<file path="config.mk">
export PLATFORM = sky130hd
export DESIGN_NAME = opb_register_bank_ppc2simulink_flat
export DESIGN_NICKNAME = d
export VERILOG_FILES = /design/src/rtl/opb_register_bank_ppc2simulink_if.sv /design/src/rtl/opb_register_bank_ppc2simulink.sv /design/src/flat_wrapper.sv
export SDC_FILE = /design/constraint.sdc
export NUM_CORES = 1
export LEC_CHECK = 0
export CORE_MARGIN = 10
export CORE_UTILIZATION = 50
export CTS_BUF_LIST = sky130_fd_sc_hd__clkbuf_8
export DETAILED_ROUTE_END_ITERATION = 12
export PLACE_DENSITY = 0.92
export SKIP_LAST_GASP = 1
export SLEW_MARGIN = 20
export SYNTH_ARGS = -nofsm -noshare
export SYNTH_HDL_FRONTEND = slang
export SYNTH_SLANG_ARGS = --single-unit
</file>
<file path="constraint.sdc">
create_clock -name OPB_Clk -period 9 [get_ports OPB_Clk]
set_input_delay 1.8 -clock OPB_Clk [delete_from_list [all_inputs] [get_ports OPB_Clk]]
set_output_delay 1.8 -clock OPB_Clk [all_outputs]
set_load 0.005 [all_outputs]
</file>
<file path="src/rtl/opb_register_bank_ppc2simulink_if.sv">
// ----------------------------------------------------------------------------
// opb_register_bank_ppc2simulink_if
//
// OPB slave-side bus bundle for the PPC-to-Simulink register bank.
// Vectors keep the OPB big-endian numbering: bit 0 is the MSB.
//
// Signals
//   OPB_ABus    [0:31]  address from the bus master
//   OPB_BE      [0:3]   byte enables (BE[0] covers DBus[0:7])
//   OPB_DBus    [0:31]  write data
//   OPB_RNW             1 = read, 0 = write
//   OPB_select          master select
//   OPB_seqAddr         sequential-address hint
//   Sl_DBus     [0:31]  slave read data
//   Sl_xferAck          slave transfer acknowledge
//   Sl_errAck, Sl_retry, Sl_toutSup  slave status lines
//
// Modports
//   master : drives the OPB_* lines, observes the Sl_* lines
//   slave  : observes the OPB_* lines, drives the Sl_* lines
// ----------------------------------------------------------------------------
interface opb_register_bank_ppc2simulink_if;
  logic [0:31] OPB_ABus;
  logic [0:3]  OPB_BE;
  logic [0:31] OPB_DBus;
  logic        OPB_RNW;
  logic        OPB_select;
  logic        OPB_seqAddr;

  logic [0:31] Sl_DBus;
  logic        Sl_xferAck;
  logic        Sl_errAck;
  logic        Sl_retry;
  logic        Sl_toutSup;

  modport master (
    output OPB_ABus, OPB_BE, OPB_DBus, OPB_RNW, OPB_select, OPB_seqAddr,
    input  Sl_DBus, Sl_xferAck, Sl_errAck, Sl_retry, Sl_toutSup
  );

  modport slave (
    input  OPB_ABus, OPB_BE, OPB_DBus, OPB_RNW, OPB_select, OPB_seqAddr,
    output Sl_DBus, Sl_xferAck, Sl_errAck, Sl_retry, Sl_toutSup
  );
endinterface

</file>
<file path="src/rtl/opb_register_bank_ppc2simulink.sv">
// ----------------------------------------------------------------------------
// opb_register_bank_ppc2simulink
//
// OPB slave holding N_REGS 32-bit read/write control registers in one address
// window, for handing software-written values to Simulink-generated DSP logic.
// Each register has a one-cycle load strobe, and registers selected by
// SELFCLR_MASK return to zero one cycle after their strobe (command-style
// registers). Everything runs on OPB_Clk.
//
// Ports
//   OPB_Clk        sole clock, rising edge
//   OPB_Rst        asynchronous, active-high reset
//   opb            OPB slave bus bundle (see opb_register_bank_ppc2simulink_if)
//   user_data_out  register i on bits [32*i+31:32*i]
//   user_load      one-cycle pulse per register on each committed write
//
// Transfer timing (hit sampled in cycle t):
//   t+1  Sl_xferAck high, Sl_DBus carries the register value from cycle t
//   t+2  written value visible on user_data_out, user_load[idx] high
//   t+3  self-clearing registers read zero again
// ----------------------------------------------------------------------------
module opb_register_bank_ppc2simulink #(
  parameter logic [31:0]        C_BASEADDR   = 32'h01108500,
  parameter logic [31:0]        C_HIGHADDR   = 32'h011085FF,
  parameter int                 C_OPB_AWIDTH = 32,
  parameter int                 C_OPB_DWIDTH = 32,
  parameter int                 N_REGS       = 4,
  parameter logic [N_REGS-1:0]  SELFCLR_MASK = '0,
  parameter string              C_FAMILY     = "virtex6"
) (
  input  logic                         OPB_Clk,
  input  logic                         OPB_Rst,
  opb_register_bank_ppc2simulink_if.slave opb,
  output logic [N_REGS*32-1:0]         user_data_out,
  output logic [N_REGS-1:0]            user_load
);

  localparam int IDX_W = (N_REGS > 1) ? $clog2(N_REGS) : 1;

  localparam logic [1:0] ST_IDLE = 2'd0;
  localparam logic [1:0] ST_ACK  = 2'd1;
  localparam logic [1:0] ST_GAP  = 2'd2;

  logic [1:0]       state;
  logic             ack;
  logic [31:0]      rd_data_q;
  logic             rnw_q;
  logic [3:0]       be_q;
  logic [31:0]      data_q;
  logic [IDX_W-1:0] idx_q;
  logic             mapped_q;

  logic [31:0]      regs [N_REGS];

  logic [31:0]      addr;
  logic [31:0]      offset;
  logic             hit;
  logic             mapped;
  logic [IDX_W-1:0] idx_hit;
  logic [31:0]      rd_value;
  logic             write_fire;
  logic             unused_ok;

  // Address decode. Assigning the [0:31] bus straight into a [31:0] vector
  // keeps OPB bit 0 as the MSB, which is exactly the register bit order.
  assign addr    = opb.OPB_ABus;
  assign offset  = addr - C_BASEADDR;
  assign hit     = opb.OPB_select && (addr >= C_BASEADDR) && (addr <= C_HIGHADDR);
  assign mapped  = ({2'b00, offset[31:2]} < 32'(N_REGS));
  assign idx_hit = offset[IDX_W+1:2];

  // The sequential-address hint and byte-offset bits carry no meaning here.
  assign unused_ok = &{1'b0, opb.OPB_seqAddr, offset[1:0]};

  // Read mux; unmapped slots inside the window read as zero.
  always_comb begin
    rd_value = '0;
    if (mapped) begin
      for (int i = 0; i < N_REGS; i++) begin
        if (idx_hit == IDX_W'(i)) begin
          rd_value = regs[i];
        end
      end
    end
  end

  // Transfer FSM. The GAP state keeps a still-asserted select from being
  // acked a second time; the request fields are captured on the hit cycle.
  always_ff @(posedge OPB_Clk or posedge OPB_Rst) begin
    if (OPB_Rst) begin
      state     <= ST_IDLE;
      ack       <= 1'b0;
      rd_data_q <= '0;
      rnw_q     <= 1'b1;
      be_q      <= '0;
      data_q    <= '0;
      idx_q     <= '0;
      mapped_q  <= 1'b0;
    end else begin
      case (state)
        ST_IDLE: begin
          if (hit) begin
            state     <= ST_ACK;
            ack       <= 1'b1;
            rnw_q     <= opb.OPB_RNW;
            be_q      <= opb.OPB_BE;
            data_q    <= opb.OPB_DBus;
            idx_q     <= idx_hit;
            mapped_q  <= mapped;
            rd_data_q <= opb.OPB_RNW ? rd_value : 32'h0;
          end
        end
        ST_ACK: begin
          state     <= ST_GAP;
          ack       <= 1'b0;
          rd_data_q <= '0;
        end
        ST_GAP: begin
          state <= ST_IDLE;
        end
        default: begin
          state     <= ST_IDLE;
          ack       <= 1'b0;
          rd_data_q <= '0;
        end
      endcase
    end
  end

  // A captured write commits at the end of the ACK cycle, even if the master
  // has already dropped select.
  assign write_fire = (state == ST_ACK) && !rnw_q && mapped_q;

  // Register file and load strobes. be_q[3] is OPB BE[0], i.e. bits 31:24.
  // A commit takes priority over a pending self-clear of the same register.
  always_ff @(posedge OPB_Clk or posedge OPB_Rst) begin
    if (OPB_Rst) begin
      for (int i = 0; i < N_REGS; i++) begin
        regs[i] <= '0;
      end
      user_load <= '0;
    end else begin
      for (int i = 0; i < N_REGS; i++) begin
        if (write_fire && (idx_q == IDX_W'(i))) begin
          for (int b = 0; b < 4; b++) begin
            if (be_q[b]) begin
              regs[i][8*b +: 8] <= data_q[8*b +: 8];
            end
          end
          user_load[i] <= 1'b1;
        end else begin
          if (SELFCLR_MASK[i] && user_load[i]) begin
            regs[i] <= '0;
          end
          user_load[i] <= 1'b0;
        end
      end
    end
  end

  genvar g;
  generate
    for (g = 0; g < N_REGS; g++) begin : g_out
      assign user_data_out[32*g +: 32] = regs[g];
    end
  endgenerate

  assign opb.Sl_DBus    = ack ? rd_data_q : 32'h0;
  assign opb.Sl_xferAck = ack;
  assign opb.Sl_errAck  = 1'b0;
  assign opb.Sl_retry   = 1'b0;
  assign opb.Sl_toutSup = 1'b0;

endmodule
</file>
<file path="src/flat_wrapper.sv">
// flat-port wrapper written by rule: the top's interface ports become plain ports
module opb_register_bank_ppc2simulink_flat 
#(
  parameter logic [31:0]        C_BASEADDR   = 32'h01108500,
  parameter logic [31:0]        C_HIGHADDR   = 32'h011085FF,
  parameter int                 C_OPB_AWIDTH = 32,
  parameter int                 C_OPB_DWIDTH = 32,
  parameter int                 N_REGS       = 4,
  parameter logic [N_REGS-1:0]  SELFCLR_MASK = '0,
  parameter string              C_FAMILY     = "       "
)
  (OPB_Clk, OPB_Rst, user_data_out, user_load, opb_OPB_ABus, opb_OPB_BE, opb_OPB_DBus, opb_OPB_RNW, opb_OPB_select, opb_OPB_seqAddr, opb_Sl_DBus, opb_Sl_xferAck, opb_Sl_errAck, opb_Sl_retry, opb_Sl_toutSup);
  opb_register_bank_ppc2simulink_if opb_i ();
  input  logic OPB_Clk;
  input  logic OPB_Rst;
  output logic [N_REGS*32-1:0] user_data_out;
  output logic [N_REGS-1:0] user_load;
  input wire logic [$bits(opb_i.OPB_ABus)-1:0] opb_OPB_ABus;
  input wire logic [$bits(opb_i.OPB_BE)-1:0] opb_OPB_BE;
  input wire logic [$bits(opb_i.OPB_DBus)-1:0] opb_OPB_DBus;
  input wire logic [$bits(opb_i.OPB_RNW)-1:0] opb_OPB_RNW;
  input wire logic [$bits(opb_i.OPB_select)-1:0] opb_OPB_select;
  input wire logic [$bits(opb_i.OPB_seqAddr)-1:0] opb_OPB_seqAddr;
  output wire logic [$bits(opb_i.Sl_DBus)-1:0] opb_Sl_DBus;
  output wire logic [$bits(opb_i.Sl_xferAck)-1:0] opb_Sl_xferAck;
  output wire logic [$bits(opb_i.Sl_errAck)-1:0] opb_Sl_errAck;
  output wire logic [$bits(opb_i.Sl_retry)-1:0] opb_Sl_retry;
  output wire logic [$bits(opb_i.Sl_toutSup)-1:0] opb_Sl_toutSup;
  assign opb_i.OPB_ABus = opb_OPB_ABus;
  assign opb_i.OPB_BE = opb_OPB_BE;
  assign opb_i.OPB_DBus = opb_OPB_DBus;
  assign opb_i.OPB_RNW = opb_OPB_RNW;
  assign opb_i.OPB_select = opb_OPB_select;
  assign opb_i.OPB_seqAddr = opb_OPB_seqAddr;
  assign opb_Sl_DBus = opb_i.Sl_DBus;
  assign opb_Sl_xferAck = opb_i.Sl_xferAck;
  assign opb_Sl_errAck = opb_i.Sl_errAck;
  assign opb_Sl_retry = opb_i.Sl_retry;
  assign opb_Sl_toutSup = opb_i.Sl_toutSup;
  opb_register_bank_ppc2simulink #(.C_BASEADDR(C_BASEADDR), .C_HIGHADDR(C_HIGHADDR), .C_OPB_AWIDTH(C_OPB_AWIDTH), .C_OPB_DWIDTH(C_OPB_DWIDTH), .N_REGS(N_REGS), .SELFCLR_MASK(SELFCLR_MASK), .C_FAMILY(C_FAMILY)) u_core (.OPB_Clk(OPB_Clk), .OPB_Rst(OPB_Rst), .opb(opb_i), .user_data_out(user_data_out), .user_load(user_load));
endmodule
</file>
### After elaboration in Yosys (flattened, before gate mapping)

Index checks and enable logic that the tools add are counted.

* add/sub/neg operators: 1
* order comparisons: 3
* equal/unequal tests: 9
* multiplexer cells: 17
* bitwise operators: 1
* reductions and logical operators: 30

Operator list (number)
* two-way mux 32 bit: 8
* case mux 32 bit (2 select lines): 1
* AND reduction 2 bit: 18
* greater-or-equal comparator 32 x 25 -> 1 bit (second input constant): 1
* <= comparator 32 x 25 -> 1 bit (second input constant): 1
* subtractor 32 x 25 -> 32 bit (second input constant): 1
* < comparator 30 x 3 -> 1 bit (second input constant): 1
* equality test 2 bit (second input constant): 5
* logical AND 1 bit: 8
* equality test 2 x 1 -> 1 bit (second input constant): 3
* zero test 2 bit: 3
* two-way mux 1 bit: 5
* case mux 2 bit (2 select lines): 1
* two-way mux 2 bit: 1
* != test 2 x 1 -> 1 bit (second input constant): 1
* case mux 1 bit (2 select lines): 1
* zero test 1 bit: 1
* inverter 1 bit: 1

* register bits after elaboration: 207
* bits of input ports: 73
* word-level logic and storage cells: 86

### Depth between registers and ports, before layout

Gate-level depths: netlist of run 1.

* depth after elaboration: 10
* gate-level depth with buffers: 6

### Worst setup path before layout of run 1

Ideal clock, no wire load.

* kind: input to register
* from: input opb_OPB_ABus[27]
* to: register u_core.be_q[3]
* library setup time: 125 ps
* data arrival time: 3504 ps
* required time: 8875 ps
* path slack: 5372 ps
* stages: 5
* buffers on the path: 1
* cell sequence: or3_4 > or4_4 > nor4_4 > buf_6 > mux2_2

* word-level cells in the longest chain between the ends: 4
* elaborated cells between the ends (all ways): 5

Ends and longest elaborated chain
* from (decl): RTL line flat_wrapper.sv:18 `input wire logic [$bits(opb_i.OPB_ABus)-1:0] opb_OPB_ABus;`
* greater-or-equal comparator 32 x 25 -> 1 bit: RTL line opb_register_bank_ppc2simulink.sv:68 `assign hit = opb.OPB_select && (addr >= C_BASEADDR) && (addr <= C_HIGHADDR);`
* logical AND 1 bit: RTL line opb_register_bank_ppc2simulink.sv:68
* logical AND 1 bit *: RTL line opb_register_bank_ppc2simulink.sv:68
* AND reduction 2 bit (no line) *
* to (signal assigned): RTL line opb_register_bank_ppc2simulink.sv:106 `be_q <= opb.OPB_BE;`
* to (decl): RTL line opb_register_bank_ppc2simulink.sv:48 `logic [3:0] be_q;`

Mark *: on every way between the ends. The rest lies on a longest branch, timed or not.
A chain may end at the register's enable or synchronous reset.

### Worst setup path in the final report of run 1

* from: input opb_OPB_ABus[20]
* to: register u_core.rd_data_q[1]

* word-level cells in the longest chain between the ends: 6
* elaborated cells between the ends (all ways): 12

Ends and longest elaborated chain
* subtractor 32 x 25 -> 32 bit: RTL line opb_register_bank_ppc2simulink.sv:67 `assign offset = addr - C_BASEADDR;`
* < comparator 30 x 3 -> 1 bit: RTL line opb_register_bank_ppc2simulink.sv:69 `assign mapped = ({2'b00, offset[31:2]} < 32'(N_REGS));`
* two-way mux 32 bit: RTL line opb_register_bank_ppc2simulink.sv:78 `if (mapped) begin`
* two-way mux 32 bit: RTL line opb_register_bank_ppc2simulink.sv:110 `rd_data_q <= opb.OPB_RNW ? rd_value : 32'h0;`
* two-way mux 32 bit: RTL line opb_register_bank_ppc2simulink.sv:102 `if (hit) begin`
* case mux 32 bit (2 select lines): RTL line opb_register_bank_ppc2simulink.sv:100 `case (state)`
* to (signal assigned): RTL line opb_register_bank_ppc2simulink.sv:110
* to (decl): RTL line opb_register_bank_ppc2simulink.sv:46 `logic [31:0] rd_data_q;`

Parallel ways exist; a longest one is shown, timed or not. The select of a mux whose other input is x is not followed.

==> results of run 1 <==
worst max-delay path, stage by stage:
cell	delay, ns
clkdlybuf4s50_1	0.54
nor4bb_1	0.28
nand4b_1	0.28
nor4b_2	0.41
nand4_1	0.69
buf_4	0.51
o2bb2ai_1	0.19
kinds of logic (layout without fill, tap and decap cells):
family | count (synthesis) | count (layout) | synth area share (%)
muxes | 199 | 199 | 28.94
and+or+nand+nor | 91 | 91 | 6.181
buffers and inverters | 63 | 338 | 3.244
other | 1 | 3 | 0.04173
AOI/OAI and AO/OA | 42 | 42 | 3.940
DFF | 207 | 207 | 57.65
final timing paths:
path,startpoint,end,slack [ns],depth (start not counted)
worst max-delay path,opb_OPB_ABus[20],u_core.rd_data_q[1]$_DFFE_PP0P_,4.70,7
worst min-delay path,u_core.state[1]$_DFFE_PP0P_,u_core.state[1]$_DFFE_PP0P_,0.48,1
worst max register to register,u_core.state[0]$_DFFE_PP0P_,u_core.rd_data_q[1]$_DFFE_PP0P_,6.13,6
worst min register to register,u_core.state[1]$_DFFE_PP0P_,u_core.state[1]$_DFFE_PP0P_,0.48,1
max in group asynchronous,OPB_Rst,u_core.data_q[0]$_DFFE_PP0P_,5.49,3
min in group asynchronous,OPB_Rst,u_core.user_data_out[38]$_DFFE_PP0P_,1.83,2
metrics by stage:
| step | power (uW) | cells | hold WS, ns |
|---|---|---|---|
| 4_1_cts | 1868 | 1105 | 0.4818 |
| 5_1_grt | 1919 | 1105 | 0.4898 |
| 6_report | 1849 | 1105 | 0.4800 |
| 3_3_place_gp | 1019 | 1041 | 0.4594 |
| 2_1_floorplan | 978.5 | 605 | 0.4080 |
| 3_5_place_dp | 1020 | 1041 | 0.4695 |
registers in the layout (all words and copies together) (netlist names):
register	cells
u_core.user_load	4
u_core.rnw_q	1
u_core.mapped_q	1
u_core.be_q	4
u_core.user_data_out	128
u_core.rd_data_q	32
u_core.state	2
u_core.opb.Sl_xferAck	1
u_core.data_q	32
u_core.idx_q	2
report_power, final:
group	total [uW]	internal [uW]	switching (uW)	leakage [uW]
clock	846	473	373	0.000426
sequential	931	931	0.000960	0.00288
combinational	71.6	34.5	37.1	0.00227
total	1850	1440	410	0.00558
cell type report:
type	count	area, um2
Clock buffer	44	605.6
Tap cell	225	281.5
Fill cell	1183	5249
Multi-Input combinational cell	335	3530
Timing Repair Buffer	240	2377
Clock inverter	20	117.6
Sequential cell	207	5181
Inverter	34	135.1
routing by layer:
| metal | part of all wire, % | track usage (%) | vias to the layer above |
|---|---|---|---|
| met2 | 49 | 35.90 | 244 |
| met5 | 0 | 0 | - |
| met4 | 1.7 | 5.263 | 0 |
| li1 | - | - | 2705 |
| met1 | 41 | 25.71 | 3190 |
| met3 | 9.0 | 8.006 | 40 |
cells in the final DEF, fill, tap and decap left out, types with 4 or more instances in the layout:
master and n:
mux2_2 165, buf_4 6, o2bb2ai_1 32, nand2_1 18, clkdlybuf4s50_1 232, mux4_2 32, inv_1 49, nor4_1 4
dfrtp_1 206, nor2_1 9, and2_1 36, clkbuf_8 44
==> summary.md, run 1 <==
| Metric | Value |
|---|---|
| Cell Area, Synth | roughly 9000 um2 |
| Pleak | approximately 0.0056 uW |
| Count leader, synth | dfrtp_1 |
| Iter 0 DRT Violations | roughly 350 |
| Critical path data required time | approximately 9.4 ns |
| Wire length per cell | between 20 and 25 um |
| Clk slew on worst S/H paths | around 0.060 ns |
| Clock Skew | approximately 0.024 ns |
| Cell variety after synth | 41 |
| Vias in the first global route | 6832 |
| Max Buffers Root-to-Sink | 3 |
| First-pass GRT wire length | 40410 um |
| Global-route total usage across every layer | a little over a fifth |
| Hold_buf cts | 0 |
| Gr ovfl total | 0 |
| Post-CTS sizing | 0 |
| Hold Path Class | register to register |
| RD Place Congestion | 0.8452 |
| Chip Height | 154.1 um |
| Root Driver | clkbuf_8 |
| DPL Wire Length | roughly 18000 um |
| Top-area cell type share of the netlist area | a little under three fifths |
| Synth top area cells | dfrtp_1 57%, mux2_2 21%, mux4_2 8.0% |
| DRC | 0 |
| Relative slew slack | between 20% and 30% |
| Post-synth EDFFs | 0 |
| Post-route cell area | approximately 12000 um2 |
| Syn avg cell area | 14.90 um2 |
| Die area | between 20000 and 25000 um2 |
| Starting Density | between 50% and 60% |
| Crit start category | primary input |
| Max Cap Viol | 0 |
| Core ar. | approximately 17000 um2 |
| TritonCTS Buffers | 36 |
| Synthesis Warnings | 0 |
| CTS H-Tree Depth | 2 |
| CP Data Arrival Time | 4.72 ns |
| Pwr dens | 151.2 nW/um2 |
| # diodes | 0 |
| Worst vdd rail ir drop | 0.0001731 V |
| ANT nets after route | 0 |
| RSZ-0062 raised after global routing | false |
| Post-Synthesis Cells | roughly 600 |
| Least-Margin Pin Slew | 1.122 ns |
| Synth Register Bits | between 200 and 250 |
| Antenna violations before repair | 0 |
| Final Routed Wirelength | 26120 um |
| Status | finished, final reports clean |
| Tcrit/Tclk final | around 48% |
| Clock tree sinks | slightly above 200 |
| Hold Violations, Final | 0 |
| Most frequent cells after synthesis | 206 x dfrtp_1, 165 x mux2_2, 36 x and2_1 |
| Share of cells above drive strength 1 | between 20 and 30% |
| Total Nets Final | roughly 930 |
| Most area-hungry cell type in the Yosys netlist | dfrtp_1 |
| Worst Setup End Kind | register |
| Layout area overhead | 36.06% |
| Detailed-route via count | 6179 |
| Postcts setup bufs | 0 |
| Final setup fails | 0 |
| Post-synth top flop | dfrtp_1 |
| # rows | between 40 and 50 |
| Area post-placement | ~12000 um2 |
| Drt pass-1 iters | 4 |
| Tmin final | 4.301 ns |
| Kind of critical path | primary input to register |
| Buffers on Ports | between 200 and 250 |
| TNS Setup | 0 ns |
| Post-synth ARST share | 100.0% |
| Fin util | a little over two thirds |
| Place WS | a little over 4 ns |
| Die Wd | around 150 um |
| Largest net degree at the start of global routing | approximately 130 |
| Clk_lat worst skew | about 0.5 ns |
| Final WS setup | about 4.7 ns |
| Pins Over Slew Limit | 0 |
| Achievable Freq | about 0.23 GHz |
| I/O Pins | 241 |
| Post-DR vias/cell | between 5 and 6 |
| CTS tree | done |
| CP max FO | 20 |
| Sequential area share after synthesis | a little under 60% |
Note: power is estimated with default switching activity, not from simulation.
==> run 2: changes to the inputs <==
==> constraint.sdc (replaced) <==
create_clock -name OPB_Clk -period 4.4 [get_ports OPB_Clk]
set_input_delay 0.88 -clock OPB_Clk [delete_from_list [all_inputs] [get_ports OPB_Clk]]
set_output_delay 0.88 -clock OPB_Clk [all_outputs]
set_load 0.005 [all_outputs]
==> run 2 against run 1 <==
Against the previous run:
- clock power rose by 87%
- largest cell class unchanged
- total power up 96%
- clock skew is 0.0014 ns lower
- core utilization shrank 0.35 points
- register-to-register slack lost 4.3 ns
- worst hold slack worse by 0.011 ns
- clock-buffer cell count shrank 5
- die area did not move
==> summary.md, run 2 (synthesis gave the netlist of run 1 again) <==
| Metric | Value |
|---|---|
| Drt pass-1 iters | 4 |
| NetSw | 791.3 uW |
| Achievable Freq | ~0.32 GHz |
| Antenna violations before repair | 0 |
| Hold Violations, Final | 0 |
| Die area | roughly 24000 um2 |
| Clock tree sinks | approximately 210 |
| Worst Setup End Kind | register |
| Clock power frac | 43.4% |
| Core ar. | roughly 17000 um2 |
| CP Data Arrival Time | around 3.5 ns |
| Critical path data required time | around 4.8 ns |
| Die Wd | between 150 and 200 um |
| First-pass GRT wire length | between 30000 and 40000 um |
| # diodes | 0 |
| DPL Wire Length | roughly 18000 um |
| Most frequent cells in the layout | 232 x clkdlybuf4s50_1, 205 x dfrtp_1, 165 x mux2_2 |
| Starting Density | roughly half |
| Post-DR vias/cell | 5.602 |
| Worst-path cell chain | clkdlybuf4s50_1 > or3_4 > or4_4 > nor4_4 > buf_4 > mux2_2 |
| Pwr dens | around 300 nW/um2 |
| Met3 WL | roughly 2000 um |
| Comb pwr share | under 10% |
| Relative slew slack | 31.97% |
| RSZ-0062 raised after global routing | false |
| Tcrit/Tclk final | a little over two thirds |
| Tmin final | between 3 and 4 ns |
| Chip Height | ~150 um |
| Pleak | approximately 0.0055 uW |
| I/O Pins | ~240 |
| Largest net degree at the start of global routing | about 90 |
| Kind of critical path | primary input to register |
| WL met2 | roughly 13000 um |
| RD Place Congestion | between 0.8 and 0.9 |
| Crit start category | primary input |
| CTS tree | done |
| DRC | 0 |
| Wire length per cell | roughly 23 um |
| CTS H-Tree Depth | 2 |
| Final WS setup | between 1 and 1.5 ns |
| Clock Skew | 0.02224 ns |
| # rows | 48 |
| Root Driver | clkbuf_8 |
| Place WS | between 0.8 and 0.9 ns |
| Fillers | between 1000 and 1500 |
| Max Cap Viol | 0 |
| TritonCTS Buffers | 35 |
| Most common cell after layout, fill and taps aside | clkdlybuf4s50_1 |
| Global-route total usage across every layer | about a fifth |
| CP max FO | 40 |
| Pins Over Slew Limit | 0 |
| Detailed-route via count | 6151 |
| Multi-input logic area | about 3500 um2 |
| Share of cells above drive strength 1 | about 30% |
| Max Buffers Root-to-Sink | 3 |
| Switching share of power | 21.79% |
| Uppermost layer routed | met4 |
| TNS Setup | 0 ns |
| Buffers on Ports | ~230 |
| Layout area overhead | 35.38% |
| Hold Path Class | register to register |
| Final setup fails | 0 |
| Hold_buf cts | 0 |
| Register Area | ~5200 um2 |
| Total Nets Final | ~900 |
| Worst vdd rail ir drop | approximately 0.00024 V |
| ANT nets after route | 0 |
| Iter 0 DRT Violations | ~290 |
| Pint | about 2800 uW |
| Flop pwr share | between 50% and 60% |
| WL met1 | approximately 10000 um |
| Final Routed Wirelength | between 20000 and 30000 um |
| Gr ovfl total | 0 |
| Least-Margin Pin Slew | between 1 and 1.5 ns |
| Clk_lat worst skew | 0.51 ns |
| Status | finished, final reports clean |
| Flip-flop count of the largest register after layout | ~130 |
| Slowest cell on crit path | buf_4 |
| Max incr delay on CP | approximately 0.57 ns |
| Vias in the first global route | between 6000 and 7000 |
| Clk slew on worst S/H paths | 0.05 ns |
| Postcts setup bufs | 0 |
| Post-CTS sizing | 0 |
## run 2: cell types whose count changed in the layout (fill, tap and decap cells not counted), moves of 2 or more
cell      previous run  this run
buf_12               0         2
clkinv_2             0         4
inv_8                2         0
inv_1               49        45
clkbuf_8            44        39
## run 2: cell type report
type	instances	area share [%]
clock buffer	39	4.412
clock inverter	17	0.7816
inverter	34	1.080
multi-input combinational	335	29.01
sequential	207	42.60
tap	225	2.314
timing repair buffer	241	19.81
## run 2: power groups by stage
| stage | sequential [uW] | clock, uW | combinational (uW) |
|---|---|---|---|
| after floorplan | 1940 | 0 | 62.7 |
| after global placement | 1940 | 0 | 150 |
| after detailed placement | 1940 | 0 | 152 |
| after CTS | 1900 | 1620 | 152 |
| after global routing | 1900 | 1700 | 163 |
| final | 1900 | 1580 | 149 |
## run 2: per-stage QoR
step                total power (uW)  util [%]  hold slack, ns  cell area, um2  instances
floorplan                       2002         -          0.4080            8999        605
global placement                2089     65.99          0.4585           11530       1042
detailed placement              2090     65.99          0.4588           11530       1042
CTS                             3676     69.61          0.4681           12170       1098
global route                    3764     69.62          0.4928           12170       1098
finish                          3631     69.62          0.4691           12170       1098
## run 2: critical path: cells and delay by family
kind	cells	cell delay, ns
AND/OR/NAND/NOR	3	1.09
buffers and inverters	2	1.03
multiplexers	1	0.42
## run 2: path summary, 6_finish.rpt
check                                            startpoint                               endpoint  slack [ns]  depth (start not counted)
worst min-delay path            u_core.state[1]$_DFFE_PP0P_            u_core.state[1]$_DFFE_PP0P_        0.47                          1
worst max-delay path                       opb_OPB_ABus[26]          u_core.data_q[18]$_DFFE_PP0P_        1.31                          6
worst max register to register  u_core.state[0]$_DFFE_PP0P_   u_core.user_data_out[31]$_DFFE_PP0P_        1.86                          4
max in group asynchronous                           OPB_Rst  u_core.user_data_out[112]$_DFFE_PP0P_        2.58                          3
worst min register to register  u_core.state[1]$_DFFE_PP0P_            u_core.state[1]$_DFFE_PP0P_        0.47                          1
min in group asynchronous                           OPB_Rst   u_core.user_data_out[65]$_DFFE_PP0P_        0.87                          2
## run 2: routing by layer
metal / track usage, % / vias up
met5: 0 / -
li1: - / 2693
met3: 6.890 / 41
met1: 24.73 / 3186
met4: 7.422 / 0
met2: 35.13 / 231
